$ cat config.mk
export PLATFORM = sky130hd
export DESIGN_NAME = id_issue_scoreboard
export DESIGN_NICKNAME = d
export VERILOG_FILES = /design/src/rtl/cpu_pkg.sv /design/src/rtl/sb_counter.sv /design/src/rtl/id_issue_scoreboard.sv
export SDC_FILE = /design/constraint.sdc
export NUM_CORES = 1
export LEC_CHECK = 0
export CAP_MARGIN = 40
export CORE_MARGIN = 10
export CORE_UTILIZATION = 45
export DETAILED_ROUTE_END_ITERATION = 8
export PLACE_DENSITY = 0.67
export SLEW_MARGIN = 10
export SYNTH_ARGS = -nofsm -noshare
export SYNTH_HDL_FRONTEND = slang
export SYNTH_SLANG_ARGS = --single-unit
export TNS_END_PERCENT = 5
$ cat constraint.sdc
create_clock -name clk -period 7.3 [get_ports clk]
set_input_delay 1.825 -clock clk [delete_from_list [all_inputs] [get_ports clk]]
set_output_delay 1.825 -clock clk [all_outputs]
set_load 0.01 [all_outputs]
$ cat src/rtl/cpu_pkg.sv
// Shared CPU definitions used by the ID-stage issue scoreboard.
package cpu_pkg;
    localparam int SB_NREG  = 32;
    localparam int SB_CNT_W = 2;
    localparam int SB_TOT_W = 7;

    typedef logic [SB_CNT_W-1:0] sb_cnt_t;
endpackage

$ cat src/rtl/sb_counter.sv
// One per-register in-flight write counter: saturating up/down with two independent decrements.
module sb_counter
    import cpu_pkg::*;
#(
    parameter int W = SB_CNT_W
) (
    input  logic         clk,
    input  logic         rst,
    input  logic         inc,
    input  logic         dec_a,
    input  logic         dec_b,
    output logic [W-1:0] count,
    output logic         at_max,
    output logic         underflow
);
    localparam logic [W+1:0] MAX_EXT = {2'b00, {W{1'b1}}};

    logic [W+1:0] up;
    logic [W+1:0] down;
    logic [W+1:0] diff;
    logic [W-1:0] count_next;

    // Wider intermediate so a double decrement below zero is detected instead of wrapping.
    always_comb begin
        up         = {2'b00, count} + {{(W+1){1'b0}}, inc};
        down       = {{(W+1){1'b0}}, dec_a} + {{(W+1){1'b0}}, dec_b};
        diff       = up - down;
        underflow  = down > up;
        count_next = count;
        if (underflow) begin
            count_next = '0;
        end else if (diff > MAX_EXT) begin
            count_next = {W{1'b1}};
        end else begin
            count_next = diff[W-1:0];
        end
    end

    assign at_max = (count == {W{1'b1}});

    always_ff @(posedge clk) begin
        if (!rst) begin
            count <= '0;
        end else begin
            count <= count_next;
        end
    end
endmodule

$ cat src/rtl/id_issue_scoreboard.sv
// ID-stage issue controller: tracks in-flight GPR writes and stalls ID on RAW,
// counter saturation or a full ID->EX FIFO.
module id_issue_scoreboard
    import cpu_pkg::*;
#(
    parameter int NREG  = SB_NREG,
    parameter int CNT_W = SB_CNT_W,
    parameter int TOT_W = SB_TOT_W
) (
    input  logic             clk,
    input  logic             rst,
    input  logic             id_valid,
    input  logic [4:0]       id_rs,
    input  logic [4:0]       id_rt,
    input  logic             id_use_rs,
    input  logic             id_use_rt,
    input  logic             id_reg_write,
    input  logic [4:0]       id_rw,
    input  logic             id_flush,
    input  logic             fifo_full,
    input  logic             wb_valid,
    input  logic [4:0]       wb_rw,
    input  logic             kill_valid,
    input  logic [4:0]       kill_rw,
    output logic             issue,
    output logic             stall,
    output logic [TOT_W-1:0] outstanding,
    output logic             err
);
    logic [NREG-1:0][CNT_W-1:0] cnt;
    logic [NREG-1:0]            at_max;
    logic [NREG-1:0]            underflow;

    logic rs_haz;
    logic rt_haz;
    logic sat_haz;
    logic hold;

    // r0 is hardwired zero, so it has no counter and can never hazard or underflow.
    assign cnt[0]       = '0;
    assign at_max[0]    = 1'b0;
    assign underflow[0] = 1'b0;

    for (genvar r = 1; r < NREG; r++) begin : g_cnt
        logic inc_r;
        logic wb_r;
        logic kill_r;

        assign inc_r  = issue && id_reg_write && (id_rw == 5'(r));
        assign wb_r   = wb_valid && (wb_rw == 5'(r));
        assign kill_r = kill_valid && (kill_rw == 5'(r));

        sb_counter #(.W(CNT_W)) u_cnt (
            .clk       (clk),
            .rst       (rst),
            .inc       (inc_r),
            .dec_a     (wb_r),
            .dec_b     (kill_r),
            .count     (cnt[r]),
            .at_max    (at_max[r]),
            .underflow (underflow[r])
        );
    end

    // A last pending writer retiring this cycle writes the GPR before the ID read, so it is not a hazard.
    always_comb begin
        rs_haz = id_use_rs && (id_rs != 5'd0) && (cnt[id_rs] != '0)
                 && !(wb_valid && (wb_rw == id_rs) && (cnt[id_rs] == CNT_W'(1)));
        rt_haz = id_use_rt && (id_rt != 5'd0) && (cnt[id_rt] != '0)
                 && !(wb_valid && (wb_rw == id_rt) && (cnt[id_rt] == CNT_W'(1)));
        sat_haz = id_reg_write && (id_rw != 5'd0) && at_max[id_rw]
                  && !((wb_valid && (wb_rw == id_rw)) || (kill_valid && (kill_rw == id_rw)));
        hold  = id_valid && !id_flush && (rs_haz || rt_haz || sat_haz || fifo_full);
        stall = !rst || hold;
        issue = rst && id_valid && !id_flush && !hold;
    end

    always_comb begin
        outstanding = '0;
        for (int i = 1; i < NREG; i++) begin
            outstanding = outstanding + TOT_W'(cnt[i]);
        end
    end

    always_ff @(posedge clk) begin
        if (!rst) begin
            err <= 1'b0;
        end else if (|underflow) begin
            err <= 1'b1;
        end
    end
endmodule

Word level (Yosys, flattened, before mapping)
Cells that the tools add are included.
{ "word_totals": {"register_bits": 63, "latch_bits": 0, "ramBits": 0, "rom_bits": 0, "word_cells": 550, "n_memories": 0} }
{ "classes": {"addsub": 123, "mul": 0, "n_div": 0, "magnitude_cmp": 65, "eq_ne": 130, "n_shift": 0, "mux": 37, "n_bitwise": 1, "n_reduce_logical": 162} }
{ "ops": {"columns": ["cell", "n"], "rows": [
  ["$eq A5 B5 Y1 const B", 48],
  ["$add A7 B2 Y7", 25],
  ["$gt A4 B2 Y1 const B", 31],
  ["$gt A4 B4 Y1", 31],
  ["$sub A4 B4 Y4", 31],
  ["$eq A5 B4 Y1 const B", 24],
  ["$logic_and A1 B1 Y1", 114],
  ["$add A2 B1 Y3", 31],
  ["$mux W2", 33],
  ["$add A1 B1 Y2", 31],
  ["$eq A2 B2 Y1 const B", 31],
  ["$reduce_or A2 Y1", 31],
  ["$eq A5 B3 Y1 const B", 12],
  ["$reduce_or A31 Y1", 1],
  ["$eq A5 B2 Y1 const B", 6],
  ["$bmux W2 S5", 2],
  ["$eq A5 B5 Y1", 4],
  ["$lt A5 B6 Y1 const B", 3],
  ["$eq A5 B1 Y1 const B", 3],
  ["$reduce_bool A5 Y1", 3],
  ["$add A6 B2 Y7", 1],
  ["$add A5 B2 Y6", 1],
  ["$logic_not A1 Y1", 6],
  ["$add A4 B2 Y5", 1],
  ["other kinds (8)", 14]
]} }

Logic depth before layout (Yosys ltp)
Gate-level depths: netlist (run 1).
{ "logic_depth": {"ltp_word": 30, "mapped_depth": 21, "depth_no_buf": 19} }

Hierarchy
From an unflattened synthesis (run 1), not the netlist that was laid out.
{ "hier_totals": {"cells_unflattened": 1222, "area_unflattened_um2": 11043.1} }
{ "by_module_without_submodules": {"columns": ["module", "instances", "cells_per_inst", "area_each_um2", "seq_area_each_um2"], "rows": [
  ["sb_counter", 31, 22, 210.2, 40.0],
  ["id_issue_scoreboard", 1, 540, 4526.8, 20.0]
]} }

Worst setup path after synthesis (run 1)
Ideal clock, no wire load.
{ "synth_path": {"kind": "reg-to-output", "from": "register g_cnt[1].u_cnt.count[1]", "to": "output port outstanding[5]", "t_arrival_ps": 5156, "slack_ps": 319, "path_stages_with_launch": 15, "cell_sequence": "dfxtp_1 > fa_1 > inv_1 > fa_1 > fa_1 > fa_1 > fa_1 > fa_1 > fa_1 > inv_1 > ha_1 > fa_1 > a21o_1 > a21oi_1 > xnor2_1"} }
{ "synth_between": {"elab_chain_len": 30} }
{ "synth_lines": {"columns": ["item", "line_no", "rtl"], "rows": [
  ["from (decl)", "sb_counter.sv:12", "output logic [W-1:0] count,"],
  ["from (signal assigned)", "sb_counter.sv:45", "count <= count_next;"],
  ["$add A2 B2 Y3", "id_issue_scoreboard.sv:81", "outstanding = outstanding + TOT_W'(cnt[i]);"],
  ["$add A3 B2 Y4", "id_issue_scoreboard.sv:81", null],
  ["$add A4 B2 Y5", "id_issue_scoreboard.sv:81", null],
  ["$add A5 B2 Y6", "id_issue_scoreboard.sv:81", null],
  ["$add A6 B2 Y7", "id_issue_scoreboard.sv:81", null],
  ["$add A7 B2 Y7 (25 in series)", "id_issue_scoreboard.sv:81", null],
  ["to (decl)", "id_issue_scoreboard.sv:27", "output logic [TOT_W-1:0] outstanding,"]
]} }
No other way between the ends.

Worst setup path in the final report (run 1)
{ "layout_path": {"from": "register g_cnt[4].u_cnt.count[1]", "to": "output port outstanding[5]"} }
{ "layout_between": {"elab_chain_len": 28} }
{ "layout_lines": {"columns": ["item", "line_no"], "rows": [
  ["from (decl)", "sb_counter.sv:12"],
  ["from (signal assigned)", "sb_counter.sv:45"],
  ["$add A4 B2 Y5", "id_issue_scoreboard.sv:81"],
  ["$add A5 B2 Y6", "id_issue_scoreboard.sv:81"],
  ["$add A6 B2 Y7", "id_issue_scoreboard.sv:81"],
  ["$add A7 B2 Y7 (25 in series)", "id_issue_scoreboard.sv:81"]
]} }
No other way between the ends.

==> impl_metrics.json, run 1 <==
{
  "status": "finished with violations",
  "violations": "negative setup slack",
  "relSlewSlack_pct": 54.6,
  "cp.required_ps": 5480,
  "avgSynthCellArea_sq_um": 9.03,
  "vias": 8649,
  "die_x_um": 171,
  "crit_arrival_ps": 5540,
  "pre_cts_slack_ps": -360,
  "syn2layout_area_growth_pct": 14.9,
  "cts_made_buffers": 9,
  "grtUsageTotal_pct": 22.3,
  "wirelength_um": 31600,
  "synth_fp_nets": 1454,
  "root_buffer": "clkbuf_16",
  "clk_latency_ps": 350,
  "criticalPathCategory": "reg2out",
  "crit_path_max_fanout": 2,
  "synthTopCellsByCount": "206 x inv_1, 167 x ha_1, 119 x fa_1",
  "gp_congestion": 0.994,
  "ff2ff_setup_slack_ps": 2230,
  "port_buffers": 44,
  "clock-sinks": 63,
  "hold_viol": 0,
  "timing.rr.start": "g_cnt[17].u_cnt.count[1]",
  "async_flop_share_pct": 0,
  "yosysMostFrequentCell": "inv_1",
  "synth.top_cell.area_share_pct": 23.3,
  "die_h_um": 171,
  "yosysUniqueCellTypes": 51,
  "diodes": 0,
  "dp_hpwl_um": 26800,
  "first_pass_iters": 5,
  "worst_slack_ps": -68.2,
  "ys_seq_area_share_pct": 12.3,
  "syn_area_sq_um": 10200,
  "hold_path_depth": 4,
  "ys_seq_elements": 63,
  "layout-drive-gt1-share_pct": 11.4,
  "startpoint_type": "flip-flop",
  "min_from": "err",
  "timing.fmax_ghz": 0.136,
  "synth.area.top_cells": "fa_1 23%, ha_1 20%, dfxtp_1 12%",
  "cts_hold_buf": 0,
  "grt.overflow.total": 0,
  "clockBufferDepth": 2,
  "grt_max_degree": 29,
  "synth_edf_count": 0,
  "first_global_vias": 8737,
  "fp.coreArea_sq_um": 22500,
  "period_share_pct": 101,
  "drv_cap": 0,
  "synth_largest_area_cell": "fa_1",
  "post_drt_wl_per_cell_um": 20.8,
  "final_max_slew_viol_count": 0,
  "cts_tree": "built",
  "num-fill-cells": 2068,
  "rows": 55,
  "num_io_pins": 45,
  "viasPerCell": 5.68,
  "cts_max_level": 3,
  "hold_class": "reg2reg",
  "reg2reg_to": "err",
  "clk_pin_slew_ps": 60,
  "rr_worst_depth": 18,
  "hold_end": "err",
  "grt_pass1_wl_um": 49300,
  "drc": 0,
  "antenna_found_initial": 2,
  "end_kind": "output pin",
  "utilization_pct": 52.2,
  "yosys_warnings": 0,
  "setup_viol": 1,
  "synth_cells": 1133,
  "drt.antenna.violating_nets": 0,
  "drt_first_iter_violations": 814,
  "rsz0062_at_grt": "yes",
  "fin_cells": 1523,
  "placed_cells": 1505,
  "finalCriticalPeriod_ps": 7370,
  "initial_core_util_pct": 45.5,
  "fin_nets": 1554,
  "fin_worst_skew_ps": 12.4,
  "fin_tns_setup_ps": -68.2,
  "die_area_sq_um": 29200,
  "worstMarginPinSlew_ps": 678,
  "synth_flop_cell": "dfxtp_1"
}
==> logic make-up after synthesis <==
family	share of synthesized area [%]
XOR/XNOR	2.23
multiplexers	7.79
AND/OR/NAND/NOR	16.6
AO/OA/AOI/OAI	8.13
adder cells (fa/ha/maj)	43.7
flip-flops	12.3
buffers and inverters	9.25
==> layout make-up <==
cell class	instances	area, sq um	area share (%)
clock buffers	10	239	2.03
clock inverters	6	36.3	0.309
repair buffers	124	1020	8.64
well taps	285	357	3.03
inverters	207	777	6.61
flip-flops and latches	63	1260	10.7
multi-input cells	828	8070	68.6
==> flip-flops by register name, summed over array words and instances, names as in the netlist <==
register and cells:
err 1, g_cnt.u_cnt.count 62
==> how the worst max path moves through the flow <==
stage                                        start             end  slack [ps]  cells after the start
final                      g_cnt[4].u_cnt.count[1]  outstanding[5]         -70                     15
after CTS                 g_cnt[18].u_cnt.count[0]  outstanding[5]        -220                     15
after global routing       g_cnt[4].u_cnt.count[1]  outstanding[5]        -220                     15
after global placement     g_cnt[1].u_cnt.count[1]  outstanding[5]        -360                     15
after detailed placement   g_cnt[1].u_cnt.count[1]  outstanding[5]        -360                     15
after floorplan            g_cnt[1].u_cnt.count[1]  outstanding[5]         320                     14
==> worst max-delay path, cell delays in order, from the launching register on <==
cell,delay [ps]
dfxtp_2,330
fa_1,550
inv_2,50
fa_2,490
fa_1,590
fa_1,460
fa_1,520
fa_1,520
fa_1,490
inv_1,40
ha_2,190
fa_2,360
a21o_1,190
a21oi_2,130
xnor2_1,120
buf_2,160
==> per-stage QoR <==
| step | area [sq um] | hold WS [ps] |
|---|---|---|
| floorplan | 10200 | 618 |
| global placement | 11400 | 741 |
| detailed placement | 11400 | 810 |
| CTS | 11700 | 826 |
| global route | 11800 | 856 |
| finish | 11800 | 807 |
==> per-layer routing <==
layer  GRT usage [%]  wire length, um  vias to the layer above
met2            35.5            14600                      392
met5               0               11                        -
met3            5.48             2740                       83
li1                -                -                     3996
met4            8.77             1170                        2
met1            28.4            13100                     4176
==> cells in the final DEF, fill, tap and decap left out, types with 5 or more instances in the layout <==
| master | instances |
|---|---|
| inv_1 | 201 |
| ha_1 | 166 |
| fa_1 | 109 |
| nor2_1 | 84 |
| buf_4 | 80 |
| a21oi_1 | 76 |
| dfxtp_1 | 62 |
| nor3_1 | 53 |
| nand2b_1 | 42 |
| clkdlybuf4s50_1 | 39 |
| nand2_1 | 35 |
| mux2i_1 | 32 |
| nor2b_1 | 26 |
| nand3_1 | 24 |
| xor2_1 | 16 |
| mux4_2 | 15 |
| nor3b_1 | 15 |
| nor4_1 | 13 |
| o21a_1 | 13 |
| a22oi_1 | 11 |
| fa_2 | 10 |
| nand4_1 | 9 |
| xnor2_1 | 9 |
| o21ai_0 | 9 |
| clkbuf_16 | 9 |
| and3_1 | 6 |
| a31oi_1 | 5 |
| inv_2 | 5 |
==> repair_timing <==
action                                  in CTS  in global routing
buffers inserted                             0                  2
pin swaps                                   10                 20
resized for setup                           20                 19
endpoints found under the setup margin       5                  5
Power of run 1 is not shown: default switching activity piles up to over one toggle a cycle in this logic, so the estimate is an artifact.
==> run 2: changes to the inputs <==
--- a/config.mk
+++ b/config.mk
@@ -5,7 +5,6 @@
 export SDC_FILE = /design/constraint.sdc
 export NUM_CORES = 1
 export LEC_CHECK = 0
-export CAP_MARGIN = 40
 export CORE_MARGIN = 10
 export CORE_UTILIZATION = 45
 export DETAILED_ROUTE_END_ITERATION = 8
@@ -14,4 +13,4 @@
 export SYNTH_ARGS = -nofsm -noshare
 export SYNTH_HDL_FRONTEND = slang
 export SYNTH_SLANG_ARGS = --single-unit
-export TNS_END_PERCENT = 5
+export TNS_END_PERCENT = 20
==> results of run 2 <==
Final layout, timing and power as in run 1 (identical DEF).
Power of run 2 is left out for the same reason.
==> run 3: changes to the inputs <==
--- a/config.mk
+++ b/config.mk
@@ -5,10 +5,11 @@
 export SDC_FILE = /design/constraint.sdc
 export NUM_CORES = 1
 export LEC_CHECK = 0
+export CAP_MARGIN = 10
 export CORE_MARGIN = 10
-export CORE_UTILIZATION = 45
+export CORE_UTILIZATION = 40
 export DETAILED_ROUTE_END_ITERATION = 8
-export PLACE_DENSITY = 0.67
+export PLACE_DENSITY = 0.62
 export SLEW_MARGIN = 10
 export SYNTH_ARGS = -nofsm -noshare
 export SYNTH_HDL_FRONTEND = slang
==> constraint.sdc (replaced) <==
create_clock -name clk -period 8.6 [get_ports clk]
set_input_delay 2.15 -clock clk [delete_from_list [all_inputs] [get_ports clk]]
set_output_delay 2.15 -clock clk [all_outputs]
set_load 0.01 [all_outputs]
==> impl_metrics.json, run 3 (synthesis results as in run 1) <==
{
  "placed_cell_area_sq_um": 11100,
  "diodes": 0,
  "fin_nets": 1493,
  "path_cells": "inv_1 > fa_1 > fa_1 > fa_1 > inv_1 > fa_1 > fa_1 > fa_1 > inv_1 > fa_1 > inv_1 > ha_1 > a21o_1 > a21oi_2 > nor2b_1 > o21ai_0 > nand2b_1 > clkdlybuf4s50_1",
  "fin_cells": 1507,
  "regMostFlops": "g_cnt.u_cnt.count",
  "post_drt_wl_per_cell_um": 20.4,
  "status": "completed",
  "hold_class": "reg2reg",
  "end_kind": "output pin",
  "grt_pass1_wl_um": 48500,
  "rows": 58,
  "placed_cells": 1491,
  "drt.antenna.violating_nets": 0,
  "relSlewSlack_pct": 40.8,
  "clk_pin_slew_ps": 60,
  "cts_max_level": 3,
  "crit_path_max_fanout": 5,
  "stdcell_area_sq_um": 11400,
  "num-fill-cells": 2445,
  "final_max_slew_viol_count": 0,
  "initial_core_util_pct": 40.6,
  "final_common_cell": "inv_1",
  "finalCriticalPeriod_ps": 8210,
  "gp_congestion": 0.942,
  "fin_tns_setup_ps": 0,
  "cp.required_ps": 6450,
  "path_common_cell": "fa_1",
  "startpoint_type": "flip-flop",
  "vias": 8319,
  "timing.fmax_ghz": 0.122,
  "syn2layout_area_growth_pct": 11.0,
  "port_buffers": 44,
  "largestRegisters": "g_cnt.u_cnt.count: 62 flops, err: 1 flops",
  "layout-drive-gt1-share_pct": 4.67,
  "clk_latency_ps": 350,
  "drc": 0,
  "wirelength_um": 30700,
  "num_io_pins": 45,
  "clock-sinks": 63,
  "drv_cap": 0,
  "viasPerCell": 5.52,
  "period_share_pct": 95.5,
  "largest_reg_flops": 62,
  "first_global_vias": 8740,
  "cts_hold_buf": 0,
  "worstMarginPinSlew_ps": 885,
  "fin_worst_skew_ps": 5.72,
  "dp_hpwl_um": 26100,
  "crit_arrival_ps": 6060,
  "layout_common_cells": "206 x inv_1, 167 x ha_1, 119 x fa_1",
  "hold_viol": 0,
  "cts_tree": "built",
  "antenna_found_initial": 1,
  "setup_viol": 0,
  "critPathSlowestCell": "fa_1",
  "slowest_delay_ps": 540,
  "utilization_pct": 45.1,
  "fp.coreArea_sq_um": 25200,
  "clockBufferDepth": 2,
  "die_area_sq_um": 32400,
  "root_buffer": "clkbuf_16",
  "grtUsageTotal_pct": 18.9,
  "grt.overflow.total": 0,
  "drt_first_iter_violations": 521,
  "rsz0062_at_grt": "no",
  "die_x_um": 180,
  "cts_made_buffers": 9,
  "criticalPathCategory": "reg2out",
  "die_h_um": 180,
  "first_pass_iters": 5,
  "grt_max_degree": 32
}
==> run 3: cell types whose count changed in the layout (fill, tap and decap cells not counted), moves of 2 or more <==
cell	change
buf_2	-3
buf_4	-61
clkbuf_2	-2
clkdlybuf4s50_1	+4
fa_1	+10
fa_2	-10
inv_1	+5
inv_2	-5
==> run 3: through the flow <==
stage               setup slack [ps]  hold slack (ps)
floorplan                       1290              618
global placement                 542              627
detailed placement               543              638
CTS                              167              652
global route                    60.3              664
finish                           388              657
==> run 3: area by class of cell <==
cell class / instances / area (sq um) / area share, %
multi-input combinational: 828 / 8030 / 70.7
sequential: 63 / 1260 / 11.1
inverter: 207 / 777 / 6.84
timing repair buffer: 63 / 586 / 5.16
tap: 330 / 413 / 3.64
clock buffer: 10 / 229 / 2.02
clock inverter: 6 / 61.3 / 0.540
==> run 3: final timing paths <==
path / startpoint / end / slack (ps) / cells past startpoint
max: g_cnt[4].u_cnt.count[0] / outstanding[6] / 390 / 18
min: err / err / 660 / 4
max reg2reg: g_cnt[29].u_cnt.count[1] / err / 3450 / 18
min reg2reg: err / err / 660 / 4
==> run 3: metal layers <==
| metal | global-route usage (%) | up-vias | part of all wire (%) |
|---|---|---|---|
| li1 | - | 3883 | - |
| met1 | 23.1 | 4055 | 41 |
| met2 | 31.4 | 311 | 47 |
| met3 | 3.98 | 68 | 7.7 |
| met4 | 8.63 | 2 | 4.3 |
| met5 | 0 | - | 0.042 |
==> run 3: timing repair <==
item / 4_1_cts / 5_1_grt
endpoints found under the setup margin: 0 / 2
setup buffers: 0 / 0
resized for setup: 0 / 2
==> run 3: critical path, delay by kind of cell, from the launching register on <==
family,cells,cell delay [ps]
AO/OA/AOI/OAI,3,510
adder cells (fa/ha/maj),8,3870
buffers and inverters,5,770
flip-flops,1,430
AND/OR/NAND/NOR,2,130
Power of run 3 is left out for the same reason.
==> variant 1: new RTL, config.mk and constraints of run 1 <==
The package constant `SB_CNT_W` goes from 2 to 3.
--- a/src/rtl/cpu_pkg.sv
+++ b/src/rtl/cpu_pkg.sv
@@ -1,7 +1,7 @@
 // Shared CPU definitions used by the ID-stage issue scoreboard.
 package cpu_pkg;
     localparam int SB_NREG  = 32;
-    localparam int SB_CNT_W = 2;
+    localparam int SB_CNT_W = 3;
     localparam int SB_TOT_W = 7;
 
     typedef logic [SB_CNT_W-1:0] sb_cnt_t;
Check against the original RTL: not equivalent (a bounded check fails within 4 cycles, from zero or initial values and one cycle with rst low).
==> variant 1 against run 1 <==
The flow still finishes with violations (setup timing). Sequential cell count rose by 31. Register-to-register slack barely moved. Clock skew rose by 2.7 ps. Critical path depth rose by 2. Hold slack got worse by 22 ps. Sequential share of layout area rose by 2.1 points. Routed wire length rose by 27%. Setup slack improved by 6.0 ps. Synthesized area rose by 25%. Final area rose by 25%. Largest cell class unchanged. Highest routed layer is now met4.
Power is left out: it rests on default switching activity, and per cell area and clock period it moved more than threefold.
==> variant 1: results (changes against run 1) <==
- The worst hold slack is 785 ps (was 807 ps).
- The share of layout cells above drive strength 1 is 12.5% (was 11.4%).
- The net count of the mapped netlist is 1,843 (was 1,454).
- Most area-consuming cells after synthesis: fa_1 19%, ha_1 17%, dfxtp_1 15%, inv_1 7.9%, xor2_1 5.2% (was fa_1 23%, ha_1 20%, dfxtp_1 12%, inv_1 7.6%, a21oi_1 3.8%).
- Violated checks: setup timing (unchanged).
- The number of global-route vias before repair is 11,300 (was 8,737).
- The final wirelength is 40.3 mm (was 31.6 mm).
- The portion of the post-synthesis area used by sequential elements came to 14.7% (was 12.3%).
- The initial antenna violation count is 0 (was 2).
- The detailed-route vias per instance is 5.64 (was 5.68).
- The setup slack at placement was -316 ps (was -360 ps).
- The number of clock buffers inserted by TritonCTS is 9 (unchanged).
- The sum of net half-perimeters after detailed placement is 34.2 mm (was 26.8 mm).
- The final setup violation count came to 2 (was 1).
- The final weighted congestion in routability-driven placement is 1.03 (was 0.994).
- The most common flop cell mapped by yosys is dfxtp_1 (unchanged).
- The final instance count without filler cells is 2,016 (was 1,523).
- The pin count of the biggest net entering global routing is 34 (was 29).
- Biggest registers after layout: g_cnt.u_cnt.count: 93 flops, err: 1 flops (was g_cnt.u_cnt.count: 62 flops, err: 1 flops).
- The initial DRC count was 1,114 (was 814).
- The final worst setup slack was -62.1 ps (was -68.2 ps).
- Outcome: complete, but fails checks (unchanged).
- The cell count of the worst hold path is 5 (was 4).
- The final worst clock skew is 15.1 ps (was 12.4 ps).
- The average size of a mapped cell is 8.45 µm² (was 9.03 µm²).
- The transition time of the tightest slew-check pin is 878 ps (was 678 ps).
- The source of the worst hold timing path is g_cnt[30].u_cnt.count[1] (was err).
- The number of warnings issued by yosys is 0 (unchanged).
- The delay contributed by the slowest stage of the critical path was 570 ps (was 590 ps).
- The antenna cell count came to 0 (unchanged).
- The final net count is 1,963 (was 1,554).
- The kind of cell adding the most delay to the critical path is adder cells (unchanged).
- The global routing usage summed across all routing layers is 22.7% (was 22.3%).
- The post-synthesis cell type count is 60 (was 51).
- The buffer depth of the longest clock path was 2 (unchanged).
- The clock insertion delay at the later pin of the skew report is 370 ps (was 350 ps).
- The worst-case hold path end point was g_cnt[30].u_cnt.count[1] (was err).
- Commonest cells post-synth: 268 x inv_1, 174 x ha_1, 129 x a21oi_1 (was 206 x inv_1, 167 x ha_1, 119 x fa_1).
- The source of the worst register-to-register timing path is g_cnt[6].u_cnt.count[1] (was g_cnt[17].u_cnt.count[1]).
- The first-pass GRT wire length is 62.8 mm (was 49.3 mm).
==> variant 1: cell count changes after synthesis, moves of 15 or more <==
cell             run 1  this run
nor2_1              84       103
inv_1              206       268
o21ai_0              9        38
nor3b_1             15         0
dfxtp_1             63        94
mux2i_1             32         4
or2_2                0        27
xor2_1              17        76
nand2b_1            42        14
nand3_1             24        54
nand2_1             35       114
a21oi_1             78       129
a211oi_1             0        31
==> variant 1: logic make-up after synthesis <==
logic type / synth area share [%]
AO/OA/AOI/OAI: 11.4
XOR/XNOR: 6.16
adder cells (fa/ha/maj): 35.8
buffers and inverters: 9.75
flip-flops: 14.7
multiplexers: 6.12
AND/OR/NAND/NOR: 16.1
==> variant 1: how the worst max path moves through the flow <==
stage | from | endpoint | slack, ps | depth (start not counted)
2_1_floorplan | g_cnt[14].u_cnt.count[2] | outstanding[6] | 310 | 18
3_3_place_gp | g_cnt[14].u_cnt.count[2] | outstanding[6] | -200 | 19
3_5_place_dp | g_cnt[14].u_cnt.count[2] | outstanding[6] | -320 | 19
4_1_cts | g_cnt[23].u_cnt.count[2] | outstanding[6] | -20 | 17
5_1_grt | g_cnt[14].u_cnt.count[2] | outstanding[6] | -240 | 19
6_report | g_cnt[23].u_cnt.count[2] | outstanding[6] | -60 | 17
==> variant 1: cell type report <==
cell class | count | area, µm²
clock buffers | 11 | 243
clock inverters | 4 | 47.5
fillers | 2635 | 13300
inverters | 272 | 1020
multi-input cells | 1101 | 9690
flip-flops and latches | 94 | 1890
well taps | 378 | 473
repair buffers | 156 | 1300
==> variant 1: worst min-delay path: cells and delay by family (launching register included) <==
kind	cells	cell delay [ps]
simple gates	3	230
buf+inv	1	150
compound gates	1	50
flops	1	310
==> variant 1: repair_timing <==
item	CTS	global route
pin swaps	18	0
endpoints found under the hold margin	0	0
setup buffers	2	0
gates resized for setup	25	4
setup endpoints to repair	4	4
==> variant 1: per-layer routing <==
| metal | global-route usage, % | part of all wire [%] | vias to the layer above |
|---|---|---|---|
| met5 | 0 | 0 | - |
| met4 | 7.36 | 2.9 | 0 |
| met3 | 5.37 | 9.4 | 71 |
| met2 | 34.7 | 44 | 491 |
| met1 | 30.8 | 44 | 5492 |
| li1 | - | - | 5309 |
==> variant 1: per-stage QoR <==
stage	setup TNS, ps	cell area (µm²)
6_report	-81.2	14700
5_1_grt	-682	14700
4_1_cts	-15.6	14700
3_5_place_dp	-579	14300
3_3_place_gp	-312	14300
2_1_floorplan	0	12800
==> variant 2: new RTL, config.mk and constraints of run 1 <==
Without the edit above. Reset style: asynchronous (`rst`), changed in 2 clocked blocks.
--- a/src/rtl/sb_counter.sv
+++ b/src/rtl/sb_counter.sv
@@ -38,7 +38,7 @@
 
     assign at_max = (count == {W{1'b1}});
 
-    always_ff @(posedge clk) begin
+    always_ff @(posedge clk or negedge rst) begin
         if (!rst) begin
             count <= '0;
         end else begin
--- a/src/rtl/id_issue_scoreboard.sv
+++ b/src/rtl/id_issue_scoreboard.sv
@@ -82,7 +82,7 @@
         end
     end
 
-    always_ff @(posedge clk) begin
+    always_ff @(posedge clk or negedge rst) begin
         if (!rst) begin
             err <= 1'b0;
         end else if (|underflow) begin
Check against the original RTL: not equivalent (Yosys sat finds a counterexample within 4 cycles, from zero or initial values and one cycle with rst low; the reset may be asserted at any time).
==> variant 2 against run 1 <==
The flow still finishes with violations (setup timing). Synthesized area is 0.78% higher. Setup slack got worse by 93 ps. Final area increased by 1.8%. Routed wire length rose by 8.3%. Register-to-register slack got worse by 110 ps. Sequential cell count stayed put. Maximum frequency is 1.2% lower.
Power is not shown: default switching activity piles up to over one toggle a cycle in this logic, so the estimate is an artifact.
==> variant 2: results (changes against run 1) <==
- Outcome: complete, but fails checks (unchanged).
- Violated checks: setup timing (unchanged).
- The first-pass GRT wire length is 53.6 mm (was 49.3 mm).
- The xor/xnor share of the synthesized area came to 2.21% (was 2.23%).
- The number of inserted filler cells in the final layout is 2,075 (was 2,068).
- The logic depth of the worst register-to-register path was 17 (was 18).
- The met1 usage was 30.1% (was 28.4%).
- The source of the worst register-to-register timing path is g_cnt[17].u_cnt.count[1] (unchanged).
- The met2 layer wire length in the routed design was 15.6 mm (was 14.6 mm).
- The data arrival time at the worst-slack endpoint is 5640 ps (was 5540 ps).
- The share of flip-flops with an asynchronous set or reset after synthesis is 100% (was 0%).
- The portion of the post-synthesis area used by sequential elements was 15.3% (was 12.3%).
- The source of the worst hold timing path is err (unchanged).
- The post-synthesis compound-gate area fraction came to 9.11% (was 8.13%).
- The final worst clock skew is 9.99 ps (was 12.4 ps).
- The initial antenna violation count was 0 (was 2).
- The post-synthesis cell type count was 60 (was 51).
- The total via count in the routed design is 8,662 (was 8,649).
- The share of layout cells above drive strength 1 is 13.6% (was 11.4%).
- The uppermost signal routing layer after detailed routing is met4 (was met5).
- The slack of the worst reg-to-reg path came to 2120 ps (was 2230 ps).
- The final setup violation count is 4 (was 1).
- The met2 track demand over resource in global routing came to 38.9% (was 35.5%).
- The global routing met3 resource utilization was 5.68% (was 5.48%).
- The final routed wire length divided by cell count is 23.1 µm (was 20.8 µm).
- The maximum level of the CTS H-tree is 3 (unchanged).
- The length of routed wiring on met1 was 13.5 mm (was 13.1 mm).
- Commonest cells post-synth: 203 x inv_1, 167 x ha_1, 119 x fa_1 (was 206 x inv_1, 167 x ha_1, 119 x fa_1).
- The reg-to-reg critical path endpoint is err (unchanged).
- The final weighted congestion in routability-driven placement is 1.02 (was 0.994).
- The cell count of the worst hold path is 3 (was 4).
- The worst relative slew slack came to 45.8% (was 54.6%).
- The net count of the mapped netlist is 1,406 (was 1,454).
- The final worst setup slack is -161 ps (was -68.2 ps).
- The worst hold slack is 690 ps (was 807 ps).
- The initial DRC count was 863 (was 814).
- The mux cell area share after synthesis is 7.07% (was 7.79%).
- The most common flop cell mapped by yosys is dfrtp_1 (was dfxtp_1).
- Most area-consuming cells after synthesis: fa_1 23%, ha_1 20%, dfrtp_1 15%, inv_1 7.4%, mux4_2 4.4% (was fa_1 23%, ha_1 20%, dfxtp_1 12%, inv_1 7.6%, a21oi_1 3.8%).
- The pin count of the biggest net entering global routing is 36 (was 29).
- The sum of net half-perimeters after detailed placement is 28.9 mm (was 26.8 mm).
- The number of global-route vias before repair was 9,151 (was 8,737).
- The routed wire length on met3 was 3.01 mm (was 2.74 mm).
- The adder and majority gate portion of the synthesized area is 43.4% (was 43.7%).
- The global routing usage summed across all routing layers is 24.5% (was 22.3%).
- The final net count came to 1,514 (was 1,554).
- The worst-case hold path end point is err (unchanged).
-- variant 2: metrics by stage --
stage | utilization (%) | cell area (µm²) | cells | setup WS [ps] | setup TNS, ps
after floorplan | - | 10300 | 1085 | 180 | 0
after global placement | 51.4 | 11600 | 1463 | -405 | -889
after detailed placement | 51.4 | 11600 | 1463 | -465 | -1220
after CTS | 52.9 | 11900 | 1482 | -195 | -426
after global routing | 53.0 | 12000 | 1483 | -329 | -945
final | 53.0 | 12000 | 1483 | -161 | -261
-- variant 2: logic make-up (layout without fill, tap and decap cells) --
family / Yosys count / after routing
xor gates and xnor gates: 26 / 26
adders and majority gates: 286 / 286
AOI/OAI and AO/OA: 153 / 153
and+or+nand+nor: 270 / 270
buffers and inverters: 245 / 358
muxes: 42 / 42
DFF: 63 / 63
-- variant 2: layout make-up --
cell class / instances / share of cell area (%)
clock buffers: 9 / 1.88
clock inverters: 7 / 0.805
inverters: 203 / 6.37
multi-input cells: 777 / 65.1
flip-flops and latches: 63 / 13.2
well taps: 285 / 2.98
repair buffers: 139 / 9.69
-- variant 2: repair_timing --
item                                    CTS  global route
setup buffers                             3             1
endpoints found under the setup margin    6             6
hold buffers                              0             0
resized for setup                        28             7
pin swaps                                21             7
-- variant 2: worst max path at each step --
stage	startpoint	to	depth (start not counted)
floorplan	g_cnt[12].u_cnt.count[1]	outstanding[5]	16
global placement	g_cnt[20].u_cnt.count[1]	outstanding[5]	17
detailed placement	g_cnt[20].u_cnt.count[1]	outstanding[5]	17
CTS	g_cnt[31].u_cnt.count[1]	outstanding[5]	17
global route	g_cnt[20].u_cnt.count[1]	outstanding[5]	17
finish	g_cnt[20].u_cnt.count[1]	outstanding[5]	17
